File: src/rtl/board_io_pkg.sv
// rtl/board_io_pkg.sv - shared constants and helpers for the board GPIO front-end
// Purpose: default parameter values for the board I/O blocks and the
//          debounce counter width helper.
package board_io_pkg;

    localparam int SW_WIDTH_DEF        = 8;
    localparam int LED_WIDTH_DEF       = 10;
    localparam int DEBOUNCE_CYCLES_DEF = 100000;
    localparam int PWM_BITS_DEF        = 4;

    // Short debounce window so simulations reach acceptance in a few cycles.
    localparam int DEBOUNCE_CYCLES_SIM = 4;

    function automatic int debounce_cnt_width(input int cycles);
        return $clog2(cycles + 1);
    endfunction

endpackage

File: src/rtl/board_gpio_frontend_sw_debounce.sv
// rtl/board_gpio_frontend_sw_debounce.sv - single-bit switch synchroniser and debouncer
// Purpose: two-flop synchroniser, stability counter and one-cycle change flag
//          for one switch pin.
// Ports:
//   clk_i     system clock
//   rst_i     asynchronous active-high reset
//   pin_i     raw asynchronous switch pin
//   state_o   debounced switch state
//   accept_o  combinational: state_o updates on the coming edge
//   change_o  registered: high for one cycle after state_o changed
module sw_debounce
    import board_io_pkg::*;
#(
    parameter int DEBOUNCE_CYCLES = DEBOUNCE_CYCLES_DEF
) (
    input  logic clk_i,
    input  logic rst_i,
    input  logic pin_i,
    output logic state_o,
    output logic accept_o,
    output logic change_o
);

    localparam int              CNT_W    = debounce_cnt_width(DEBOUNCE_CYCLES);
    localparam logic [CNT_W-1:0] CNT_LAST = CNT_W'(DEBOUNCE_CYCLES - 1);

    logic             sync1_q;
    logic             sync2_q;
    logic             state_q;
    logic             state_d;
    logic             change_q;
    logic [CNT_W-1:0] cnt_q;
    logic [CNT_W-1:0] cnt_d;
    logic             accept;

    // Any cycle where the synchronised pin agrees with the accepted state
    // restarts the window, so a bounce never accumulates toward acceptance.
    always_comb begin
        cnt_d   = cnt_q;
        state_d = state_q;
        accept  = 1'b0;
        if (sync2_q == state_q) begin
            cnt_d = '0;
        end else if (cnt_q == CNT_LAST) begin
            state_d = sync2_q;
            cnt_d   = '0;
            accept  = 1'b1;
        end else begin
            cnt_d = cnt_q + CNT_W'(1);
        end
    end

    always_ff @(posedge clk_i or posedge rst_i) begin
        if (rst_i) begin
            sync1_q  <= 1'b0;
            sync2_q  <= 1'b0;
            state_q  <= 1'b0;
            change_q <= 1'b0;
            cnt_q    <= '0;
        end else begin
            sync1_q  <= pin_i;
            sync2_q  <= sync1_q;
            state_q  <= state_d;
            change_q <= accept;
            cnt_q    <= cnt_d;
        end
    end

    assign state_o  = state_q;
    assign accept_o = accept;
    assign change_o = change_q;

endmodule

File: src/rtl/board_gpio_frontend.sv
// rtl/board_gpio_frontend.sv - board-side GPIO front-end for switches and LEDs
// Purpose: debounced switch inputs with change reporting toward the SoC
//          gpioA_read port, and registered LED drive from gpioA_write /
//          gpioA_writeEnable with optional global PWM dimming.
// Build option: BOARD_GPIO_PWM_EN compiles in the PWM counter, duty register
//               and LED gating; without it pwm_duty is ignored.
// Ports:
//   io_mainClk        system clock
//   io_asyncReset     asynchronous active-high reset
//   sw_pin            raw switch pins
//   gpio_read         debounced switch state
//   sw_change         one-cycle pulse when any debounced bit changed
//   sw_change_mask    bits that changed, zero outside the pulse
//   gpio_write        LED bits from the SoC
//   gpio_writeEnable  LED enables from the SoC
//   pwm_duty          global LED brightness
//   led_pin           registered LED drive
module board_gpio_frontend
    import board_io_pkg::*;
#(
    parameter int SW_WIDTH        = SW_WIDTH_DEF,
    parameter int LED_WIDTH       = LED_WIDTH_DEF,
    parameter int DEBOUNCE_CYCLES = DEBOUNCE_CYCLES_DEF,
    parameter int PWM_BITS        = PWM_BITS_DEF
) (
    input  logic                 io_mainClk,
    input  logic                 io_asyncReset,
    input  logic [SW_WIDTH-1:0]  sw_pin,
    output logic [SW_WIDTH-1:0]  gpio_read,
    output logic                 sw_change,
    output logic [SW_WIDTH-1:0]  sw_change_mask,
    input  logic [LED_WIDTH-1:0] gpio_write,
    input  logic [LED_WIDTH-1:0] gpio_writeEnable,
    input  logic [PWM_BITS-1:0]  pwm_duty,
    output logic [LED_WIDTH-1:0] led_pin
);

    logic [SW_WIDTH-1:0]  accept_vec;
    logic                 sw_change_q;
    logic [LED_WIDTH-1:0] led_q;
    logic [LED_WIDTH-1:0] led_d;
    logic                 pwm_on;

    for (genvar i = 0; i < SW_WIDTH; i++) begin : g_sw
        sw_debounce #(
            .DEBOUNCE_CYCLES(DEBOUNCE_CYCLES)
        ) u_sw_debounce (
            .clk_i   (io_mainClk),
            .rst_i   (io_asyncReset),
            .pin_i   (sw_pin[i]),
            .state_o (gpio_read[i]),
            .accept_o(accept_vec[i]),
            .change_o(sw_change_mask[i])
        );
    end

    // Registered from the next-mask value so it lines up with sw_change_mask.
    always_ff @(posedge io_mainClk or posedge io_asyncReset) begin
        if (io_asyncReset) begin
            sw_change_q <= 1'b0;
        end else begin
            sw_change_q <= |accept_vec;
        end
    end

`ifdef BOARD_GPIO_PWM_EN
    localparam logic [PWM_BITS-1:0] PWM_MAX = {PWM_BITS{1'b1}};

    logic [PWM_BITS-1:0] pwm_cnt_q;
    logic [PWM_BITS-1:0] duty_q;
    logic [PWM_BITS-1:0] duty_d;

    // Duty is only picked up at the period boundary so a mid-period change
    // cannot produce a runt or stretched pulse.
    always_comb begin
        duty_d = duty_q;
        if (pwm_cnt_q == PWM_MAX) begin
            duty_d = pwm_duty;
        end
    end

    assign pwm_on = (duty_q == PWM_MAX) | (pwm_cnt_q < duty_q);

    always_ff @(posedge io_mainClk or posedge io_asyncReset) begin
        if (io_asyncReset) begin
            pwm_cnt_q <= '0;
            duty_q    <= PWM_MAX;
        end else begin
            pwm_cnt_q <= pwm_cnt_q + PWM_BITS'(1);
            duty_q    <= duty_d;
        end
    end
`else
    logic unused_pwm_duty;
    assign unused_pwm_duty = ^pwm_duty;
    assign pwm_on          = 1'b1;
`endif

    assign led_d = gpio_write & gpio_writeEnable & {LED_WIDTH{pwm_on}};

    always_ff @(posedge io_mainClk or posedge io_asyncReset) begin
        if (io_asyncReset) begin
            led_q <= '0;
        end else begin
            led_q <= led_d;
        end
    end

    assign sw_change = sw_change_q;
    assign led_pin   = led_q;

endmodule

File: config.mk
export PLATFORM = sky130hd
export DESIGN_NAME = board_gpio_frontend
export DESIGN_NICKNAME = d
export VERILOG_FILES = /design/src/rtl/board_io_pkg.sv /design/src/rtl/board_gpio_frontend_sw_debounce.sv /design/src/rtl/board_gpio_frontend.sv
export SDC_FILE = /design/constraint.sdc
export NUM_CORES = 1
export LEC_CHECK = 0
export CORE_MARGIN = 2
export CORE_UTILIZATION = 64
export CTS_CLUSTER_DIAMETER = 100
export DETAILED_ROUTE_END_ITERATION = 6
export HOLD_SLACK_MARGIN = 0.08
export PLACE_DENSITY = 0.86
export SYNTH_ARGS = -nofsm -noshare
export SYNTH_HDL_FRONTEND = slang
export SYNTH_HIERARCHICAL = 1
export SYNTH_SLANG_ARGS = --single-unit
File: constraint.sdc
create_clock -name io_mainClk -period 3.9 [get_ports io_mainClk]
set_input_delay 0.975 -clock io_mainClk [delete_from_list [all_inputs] [get_ports io_mainClk]]
set_output_delay 0.975 -clock io_mainClk [all_outputs]
set_load 0.05 [all_outputs]
==> qor.txt, run 1 <==
Mean Syn Cell Area - 11.4 sq um
Slew headroom - 0.451
Synth warnings - 6
Gr usage total - 0.254
Netlist cell types - 25
Crit-path leading delay family - buffers and inverters
DRT antenna net count - 0
Syn_nets - 795
GRT overflow - 0
P_leak - 4.15 nW
Starting Density - 0.652
Final Routed Wirelength - 16.9 mm
ANT cells - 0
Fin util - 0.753
Max clock buf depth - 2
Final min period - 2630 ps
CP Class - flop to output pin
Drt via density - 5.75
#FFs+latches synth - 179
F_max - 380 MHz
WP data required - 2920 ps
Slowest stage delay, CP - 830 ps
Die X - 120 microns
VDD IR max - 0.303 mV
Crit path launch type - flop
Hold Vio Cnt, Final - 0
Power Total - 3.87 mW
Clk_lat worst skew - 430 ps
Netlist Area Pre-Place - 8600 sq um
DR pass1 iterations - 4
Sequential area share after synthesis - 0.521
DRC - 0
Mapped Cells - 753
Post-route cell area - 9940 sq um
Die area - 14400 sq um
Layout Skew - 6.50 ps
Setup violations, final - 0
Worst Path Arrival - 1660 ps
GP Congestion - 0.852
CTS H-Tree Depth - 4
Hold buffers post-CTS - 0
Initial antenna violation count - 0
# rows - 42
DR iter-0 viols - 393
Root Buffer - clkbuf_16
Ports - 61
Share of cells above drive strength 1 - 0.143
Dpl ws - 1480 ps
Crit path cell chain - clkdlybuf4s50_1
Slew Limit Fails - 0
Total CTS buffers - 17
First-pass GRT wire length - 28.8 mm
Via count - 5797
WL per Instance - 16.7 microns
Leading cell type in the layout, fill and taps excluded - dfrtp_1
Hold Crit Class - flop to flop
WHS - 351 ps
CP Buf/Inv Count - 1
Core area - 13200 sq um
CP max FO - 3
Final WS setup - 1270 ps
Placed cell area - 9320 sq um
Post-Layout Cell Count - 1009
Tcrit/Tclk final - 0.675
Outcome - finished, final reports clean
Pwr dens - 389 nW/um^2
CTS resizes - 0
Nets@finish - 862
Dpl hpwl - 11.7 mm
Crit path max-delay cell type - clkdlybuf4s50_1
Synth-to-layout area growth - 15.6%
CTS tree - done
Total of max-cap violations - 0
# placed instances - 977
Setup crit end kind - output pin
RSZ-0062 raised after global routing - no
Setup_tns - 0 ps
Post-CTS Setup Inserts - 0
IO Port Bufs - 56
Die Ht - 120 microns
Highest-count cells in the layout ignoring fill and taps - 179 x dfrtp_1, 136 x nor2_1, 88 x xnor2_1
Vias in the first global route - 5987
Least-Margin Pin Slew - 823 ps
Clock sink count - 179
Largest net degree at the start of global routing - 22
Worst-path clk slew - 60 ps
-- kinds of logic after synthesis --
group | count (synthesis) | share of synthesized area
DFF | 179 | 0.521
and+or+nand+nor | 397 | 0.308
buffers and inverters | 33 | 0.0179
adders and majority gates | 8 | 0.0116
xor gates and xnor gates | 128 | 0.130
muxes | 8 | 0.0105
-- final cells by class --
class / count / area [sq um]
clock inverter: 11 / 151
timing repair buffer: 56 / 561
inverter: 25 / 93.8
multi-input combinational: 541 / 3960
sequential: 179 / 4480
tap: 176 / 220
clock buffer: 21 / 470
fill: 869 / 3250
-- flip-flops by register name (all words and copies together) (netlist names) --
name	count
g_sw.u_sw_debounce/sync2_q	8
g_sw.u_sw_debounce/sync1_q	8
g_sw.u_sw_debounce/cnt_q	136
sw_change	1
led_pin	10
g_sw.u_sw_debounce/state_o	8
g_sw.u_sw_debounce/change_o	8
-- synthesized netlist by cell type --
cell type / instances / area share
dfrtp_1: 179 / 0.52
nor2_1: 136 / 0.059
xnor2_1: 88 / 0.090
nor4_2: 40 / 0.058
xor2_1: 40 / 0.041
nand2_1: 33 / 0.014
nand3_1: 32 / 0.019
nor3_1: 32 / 0.019
inv_1: 25 / 0.011
nand4_1: 24 / 0.017
nand4_2: 16 / 0.023
and2_1: 10 / 0.0073
and3_1: 8 / 0.0058
and4_1: 8 / 0.0082
and4bb_1: 8 / 0.012
buf_4: 8 / 0.0070
ha_1: 8 / 0.012
mux2_1: 8 / 0.010
nand2_2: 8 / 0.0058
nand3_2: 8 / 0.0093
nand4_4: 8 / 0.020
nor2b_1: 8 / 0.0058
nor4b_2: 8 / 0.014
nor4bb_1: 8 / 0.0093
nor4_1: 2 / 0.0015
-- final timing paths --
kind / from / end / slack (ps) / cells after the start
worst min-delay path: g_sw[2].u_sw_debounce/sync1_q / g_sw[2].u_sw_debounce/sync2_q / 350 / 0
max in group asynchronous: io_asyncReset / g_sw[7].u_sw_debounce/cnt_q[8] / 1910 / 2
worst max register to register: g_sw[1].u_sw_debounce/cnt_q[0] / sw_change / 1770 / 6
min in group asynchronous: io_asyncReset / led_pin[6] / 1380 / 2
worst min register to register: g_sw[2].u_sw_debounce/sync1_q / g_sw[2].u_sw_debounce/sync2_q / 350 / 0
worst max-delay path: g_sw[3].u_sw_debounce/state_o / gpio_read[3] / 1270 / 1
-- power by group --
group          switching (mW)  internal (mW)
clock                   0.705           1.06
combinational           0.114         0.0614
sequential             0.0361           1.89
total                   0.855           3.01
-- routing by layer --
metal	global-route usage	vias to the layer above	wire, microns
li1	-	2734	-
met4	0.0875	0	332
met3	0.0727	28	820
met2	0.416	140	8540
met1	0.326	2895	7160
met5	0	-	0
(Power assumes the default switching activity.)
==> run 2, diff against run 1 <==
--- a/config.mk
+++ b/config.mk
@@ -6,11 +6,11 @@
 export NUM_CORES = 1
 export LEC_CHECK = 0
 export CORE_MARGIN = 2
-export CORE_UTILIZATION = 64
+export CORE_UTILIZATION = 53
 export CTS_CLUSTER_DIAMETER = 100
 export DETAILED_ROUTE_END_ITERATION = 6
 export HOLD_SLACK_MARGIN = 0.08
-export PLACE_DENSITY = 0.86
+export PLACE_DENSITY = 0.76
 export SYNTH_ARGS = -nofsm -noshare
 export SYNTH_HDL_FRONTEND = slang
 export SYNTH_HIERARCHICAL = 1
==> constraint.sdc (replaced) <==
create_clock -name io_mainClk -period 2.4 [get_ports io_mainClk]
set_input_delay 0.6 -clock io_mainClk [delete_from_list [all_inputs] [get_ports io_mainClk]]
set_output_delay 0.6 -clock io_mainClk [all_outputs]
set_load 0.05 [all_outputs]
==> run 2 against run 1 <==
- non-clock buffer count rose by 10
- via count fell by 1.2%
- worst hold slack got worse by 4.8 ps
- die area rose by 20%
- register-to-register slack got worse by 1300 ps
- core utilization fell by 12 points
- global-route usage fell by 5.4 points
- sequential cell count did not move
- clock skew fell by 0.79 ps
- cell count rose by 5.0%
==> qor.txt, run 2 (same netlist as run 1, synthesis figures left out) <==
GP Congestion - 0.787
Flip-flop count of the largest register after layout - 136
Hold Crit Class - flop to flop
Hold Vio Cnt, Final - 0
Dpl hpwl - 11.8 mm
Vias in the first global route - 5864
GRT overflow - 0
CP Class - flop to output pin
Final Routed Wirelength - 16.2 mm
CP max FO - 3
Drt via density - 5.41
WP data required - 1800 ps
Starting Density - 0.541
DRC - 0
Power Total - 6.12 mW
Largest net degree at the start of global routing - 22
Ports - 61
CTS H-Tree Depth - 4
DRT antenna net count - 0
Largest register by flop count - g_sw.u_sw_debounce/cnt_q
Layout Skew - 5.71 ps
Logic pwr share - 0.048
Die area - 17300 sq um
Setup_tns - 0 ps
Switching share of power - 0.217
Crit path cell chain - clkdlybuf4s50_1
Initial antenna violation count - 0
RSZ-0062 raised after global routing - no
Fillers - 1247
Die Ht - 131 microns
Final min period - 2280 ps
Die X - 131 microns
Outcome - finished, final reports clean
Crit-path leading delay family - buffers and inverters
Leading cell type in the layout, fill and taps excluded - dfrtp_1
Least-Margin Pin Slew - 520 ps
Slew headroom - 0.652
Root Buffer - clkbuf_16
Total of max-cap violations - 0
ANT cells - 0
Total CTS buffers - 17
WL per Instance - 15.3 microns
Switch Pwr - 1.33 mW
CTS tree - done
Sequential power share - 0.512
IO Port Bufs - 56
Post-CTS Setup Inserts - 0
Crit path max-delay cell type - clkdlybuf4s50_1
Tcrit/Tclk final - 0.950
Core area - 15900 sq um
Internal power - 4.79 mW
DR pass1 iterations - 4
Clk_lat worst skew - 430 ps
Gr usage total - 0.200
Worst Path Arrival - 1680 ps
VDD IR max - 0.507 mV
First-pass GRT wire length - 27.9 mm
# rows - 46
F_max - 439 MHz
Slew Limit Fails - 0
Crit path launch type - flop
Hold buffers post-CTS - 0
Pwr dens - 611 nW/um^2
Nets@finish - 872
CP Buf/Inv Count - 1
DR iter-0 viols - 242
Synth-to-layout area growth - 16.6%
Highest-count cells in the layout ignoring fill and taps - 179 x dfrtp_1, 136 x nor2_1, 88 x xnor2_1
Clock power share - 0.441
CTS resizes - 0
Via count - 5725
Slowest stage delay, CP - 830 ps
P_leak - 4.20 nW
Max clock buf depth - 2
Share of cells above drive strength 1 - 0.151
Clock sink count - 179
Setup violations, final - 0
Setup crit end kind - output pin
Worst-path clk slew - 60 ps
==> run 2: cell count changes in the layout (fill, tap and decap cells not counted) <==
cell and delta:
buf_4 +10, clkinv_4 -1, clkinv_2 +4, clkinvlp_4 -4, clkbuf_1 +2, bufinv_16 -1
==> run 2: final cells by class <==
class	instances	area (sq um)	share of cell area
well taps	216	270	0.0270
inverters	25	93.8	0.00936
multi-input cells	541	3960	0.395
repair buffers	66	636	0.0634
clock inverters	9	103	0.0102
clock buffers	23	478	0.0477
flip-flops and latches	179	4480	0.447
==> run 2: per-layer routing <==
layer,share of wire,vias up,routed length [microns],track usage
met2,0.48,93,7850,0.323
met4,0.020,0,320,0.0694
met5,0,-,0,0
met1,0.45,2843,7380,0.263
met3,0.043,21,696,0.0525
li1,-,2768,-,-
==> run 2: final timing paths <==
kind / to / from / slack (ps) / depth (start not counted)
setup / recovery: gpio_read[7] / g_sw[7].u_sw_debounce/state_o / 120 / 1
max in group asynchronous: g_sw[2].u_sw_debounce/cnt_q[5] / io_asyncReset / 1240 / 4
setup reg to reg: sw_change / g_sw[5].u_sw_debounce/cnt_q[0] / 490 / 6
hold reg to reg: g_sw[7].u_sw_debounce/sync2_q / g_sw[7].u_sw_debounce/sync1_q / 350 / 0
hold / removal: g_sw[7].u_sw_debounce/sync2_q / g_sw[7].u_sw_debounce/sync1_q / 350 / 0
min in group asynchronous: g_sw[7].u_sw_debounce/sync2_q / io_asyncReset / 770 / 3
==> run 2: power groups by stage <==
| stage | registers [mW] | logic [mW] | clock network, mW |
|---|---|---|---|
| floorplan | 3.20 | 0.151 | 0 |
| global placement | 3.19 | 0.287 | 0 |
| detailed placement | 3.19 | 0.296 | 0 |
| CTS | 3.13 | 0.298 | 2.76 |
| global route | 3.14 | 0.328 | 2.91 |
| finish | 3.13 | 0.291 | 2.70 |
==> run 2: metrics by stage <==
stage	worst slack, ps	area [sq um]	instances	hold slack, ps	util
6_report	120	10000	1059	347	0.631
2_1_floorplan	881	8600	753	331	-
5_1_grt	85.4	10000	1059	356	0.631
3_5_place_dp	495	9440	1027	336	0.594
4_1_cts	107	10000	1059	349	0.631
3_3_place_gp	549	9440	1027	334	0.594
==> run 3, diff against run 2 <==
--- a/config.mk
+++ b/config.mk
@@ -5,10 +5,12 @@
 export SDC_FILE = /design/constraint.sdc
 export NUM_CORES = 1
 export LEC_CHECK = 0
+export ABC_AREA = 1
 export CORE_MARGIN = 2
-export CORE_UTILIZATION = 53
+export CORE_UTILIZATION = 58
 export CTS_CLUSTER_DIAMETER = 100
 export DETAILED_ROUTE_END_ITERATION = 6
+export DONT_BUFFER_PORTS = 1
 export HOLD_SLACK_MARGIN = 0.08
 export PLACE_DENSITY = 0.76
 export SYNTH_ARGS = -nofsm -noshare
==> run 3 against run 2 <==
- sequential power hardly changed
- critical path type is now flop to flop
- highest routed layer unchanged
- via count is 33% higher
- die area hardly changed
- register-to-register slack better by 110 ps
- combinational power is 35% lower
- clock power is 5% higher
- critical path depth is 5 higher
- setup slack better by 480 ps
- wire length is 17% higher
- power is 0.72% higher
- cell count is 41% higher
==> qor.txt, run 3 <==
RSZ-0062 raised after global routing - no
XOR/XNOR Fraction of Synth Area - 0.0511
Clk_lat worst skew - 440 ps
CP max FO - 10
CTS resizes - 0
Post-synthesis mux area share - 0
Clock power share - 0.459
Flip-flop count of the largest register after layout - 136
CTS tree - done
Die Ht - 131 microns
Drt via density - 5.09
EDFF count, synth - 0
Outcome - finished, final reports clean
Internal power - 4.71 mW
Final WS setup - 598 ps
Synth top area share - 0.476
Clock sink count - 179
Synth warnings - 6
Share of cells above drive strength 1 - 0.0827
Syn_nets - 1289
Largest area contributor in the netlist - dfrtp_1
Largest net degree at the start of global routing - 22
Slew Limit Fails - 0
R2r setup slk - 600 ps
Mean Syn Cell Area - 7.55 sq um
R2r startpoint - g_sw[4].u_sw_debounce/state_o
Worst Path Arrival - 2120 ps
Largest register by flop count - g_sw.u_sw_debounce/cnt_q
WL per Instance - 12.7 microns
First-pass GRT wire length - 32.7 mm
Hold Vio Cnt, Final - 0
Post-Layout Cell Count - 1498
VDD IR max - 0.563 mV
Ys async rst share - 1.00
CTS H-Tree Depth - 4
Tcrit/Tclk final - 0.751
Netlist cell types - 19
Final min period - 1800 ps
Min-delay src - sw_pin[6]
# placed instances - 1465
F_max - 555 MHz
Die X - 131 microns
Fin util - 0.649
Netlist Area Pre-Place - 9410 sq um
P_leak - 4.82 nW
Ports - 61
Setup crit end kind - flop
Switch Pwr - 1.46 mW
Starting Density - 0.592
Logic pwr share - 0.031
Max clock buf depth - 2
CP Class - flop to flop
Crit path launch type - flop
Initial antenna violation count - 0
Worst-path clk slew - 70 ps
Sequential area share after synthesis - 0.476
DRT antenna net count - 0
Vias in the first global route - 7121
DR iter-0 viols - 542
Sequential power share - 0.510
Terminus of the critical flop-to-flop path - sw_change
Placed cell area - 9690 sq um
Power Total - 6.17 mW
Core area - 15900 sq um
Register Area - 4480 sq um
Leading cell type in the layout, fill and taps excluded - nor2_1
Synth-to-layout area growth - 9.59%
Nets@finish - 1311
Slew headroom - 0.431
Ys flop type - dfrtp_1
Hold depth - 0
Dpl hpwl - 13.6 mm
Total of max-cap violations - 0
Die area - 17300 sq um
Least-Margin Pin Slew - 853 ps
Multi-input gate area - 4350 sq um
Mapped Cells - 1247
Post-route cell area - 10300 sq um
Post-synthesis adder-cell area fraction - 0.0106
Fillers - 1403
Synth Area in Simple Gates - 0.371
WP data required - 2720 ps
Highest-count cells in the layout ignoring fill and taps - 314 x nor2_1, 311 x nand2_1, 179 x dfrtp_1
Layout Skew - 9.16 ps
Gr usage total - 0.230
Setup_tns - 0 ps
Total CTS buffers - 17
ANT cells - 0
Pwr dens - 598 nW/um^2
Dpl ws - 555 ps
IO Port Bufs - 0
GRT overflow - 0
Hold Crit Class - input port to flop
WHS - 181 ps
#FFs+latches synth - 179
Via count - 7627
DR pass1 iterations - 7
GP Congestion - 0.873
Hold Crit Endpoint - g_sw[6].u_sw_debounce/sync1_q
Root Buffer - clkbuf_16
Largest family of logic cells by synthesized area - simple AND/OR/NAND/NOR gates
Final Routed Wirelength - 19.0 mm
Post-synthesis compound-gate area fraction - 0.0298
Setup violations, final - 0
Top cells by area, synth - dfrtp_1 48%, nor2_1 13%, nand2_1 12%
# rows - 46
Most frequent cell after synthesis - nor2_1
DRC - 0
Switching share of power - 0.236
Worst Reg-to-Reg Cells - 6
Synth top cells by count - 314 x nor2_1, 311 x nand2_1, 179 x dfrtp_1
==> run 3: worst max path at each step <==
stage                             startpoint        end  slack [ps]  depth (start not counted)
6_report       g_sw[4].u_sw_debounce/state_o  sw_change         600                          6
5_1_grt        g_sw[7].u_sw_debounce/state_o  sw_change         470                          6
4_1_cts        g_sw[4].u_sw_debounce/state_o  sw_change         550                          6
3_5_place_dp   g_sw[4].u_sw_debounce/state_o  sw_change         560                          6
3_3_place_gp   g_sw[4].u_sw_debounce/state_o  sw_change         550                          6
2_1_floorplan  g_sw[0].u_sw_debounce/state_o  sw_change         970                          6
==> run 3: what timing repair did <==
action	4_1_cts	5_1_grt
endpoints found under the setup margin	0	0
endpoints found under the hold margin	11	0
hold buffers	1	0
setup buffers	0	0
==> run 3: logic make-up (layout without fill, tap and decap cells) <==
kind of cell,Yosys count,after routing
AO/OA/AOI/OAI,40,40
XOR/XNOR,48,48
adder cells (fa/ha/maj),8,8
buffers and inverters,155,190
flip-flops,179,179
AND/OR/NAND/NOR,817,817
==> run 3: power by group through the flow <==
stage	Clock [mW]	Combinational, mW	Sequential, mW
finish	2.83	0.190	3.14
global route	3.04	0.225	3.15
CTS	2.91	0.197	3.14
detailed placement	0	0.194	3.20
global placement	0	0.188	3.20
floorplan	0	0.142	3.19
==> run 3: final cells by class <==
cell class	count	area share
repair buffers	3	0.00243
clock buffers	18	0.0426
multi-input cells	913	0.422
well taps	216	0.0262
clock inverters	14	0.0163
flip-flops and latches	179	0.434
inverters	155	0.0564
==> run 3: per-layer routing <==
| layer | track usage | part of all wire | up-vias |
|---|---|---|---|
| met5 | 0 | 0 | - |
| met4 | 0.0719 | 0.013 | 0 |
| met1 | 0.311 | 0.46 | 3582 |
| li1 | - | - | 3886 |
| met2 | 0.378 | 0.49 | 136 |
| met3 | 0.0467 | 0.040 | 23 |
==> run 3: worst max-delay path, stage by stage (launching register included) <==
cell	delay [ps]
dfrtp_1	590
xnor2_2	550
nor2_1	130
inv_1	80
nand2_1	70
nor2_1	180
nand2_1	80
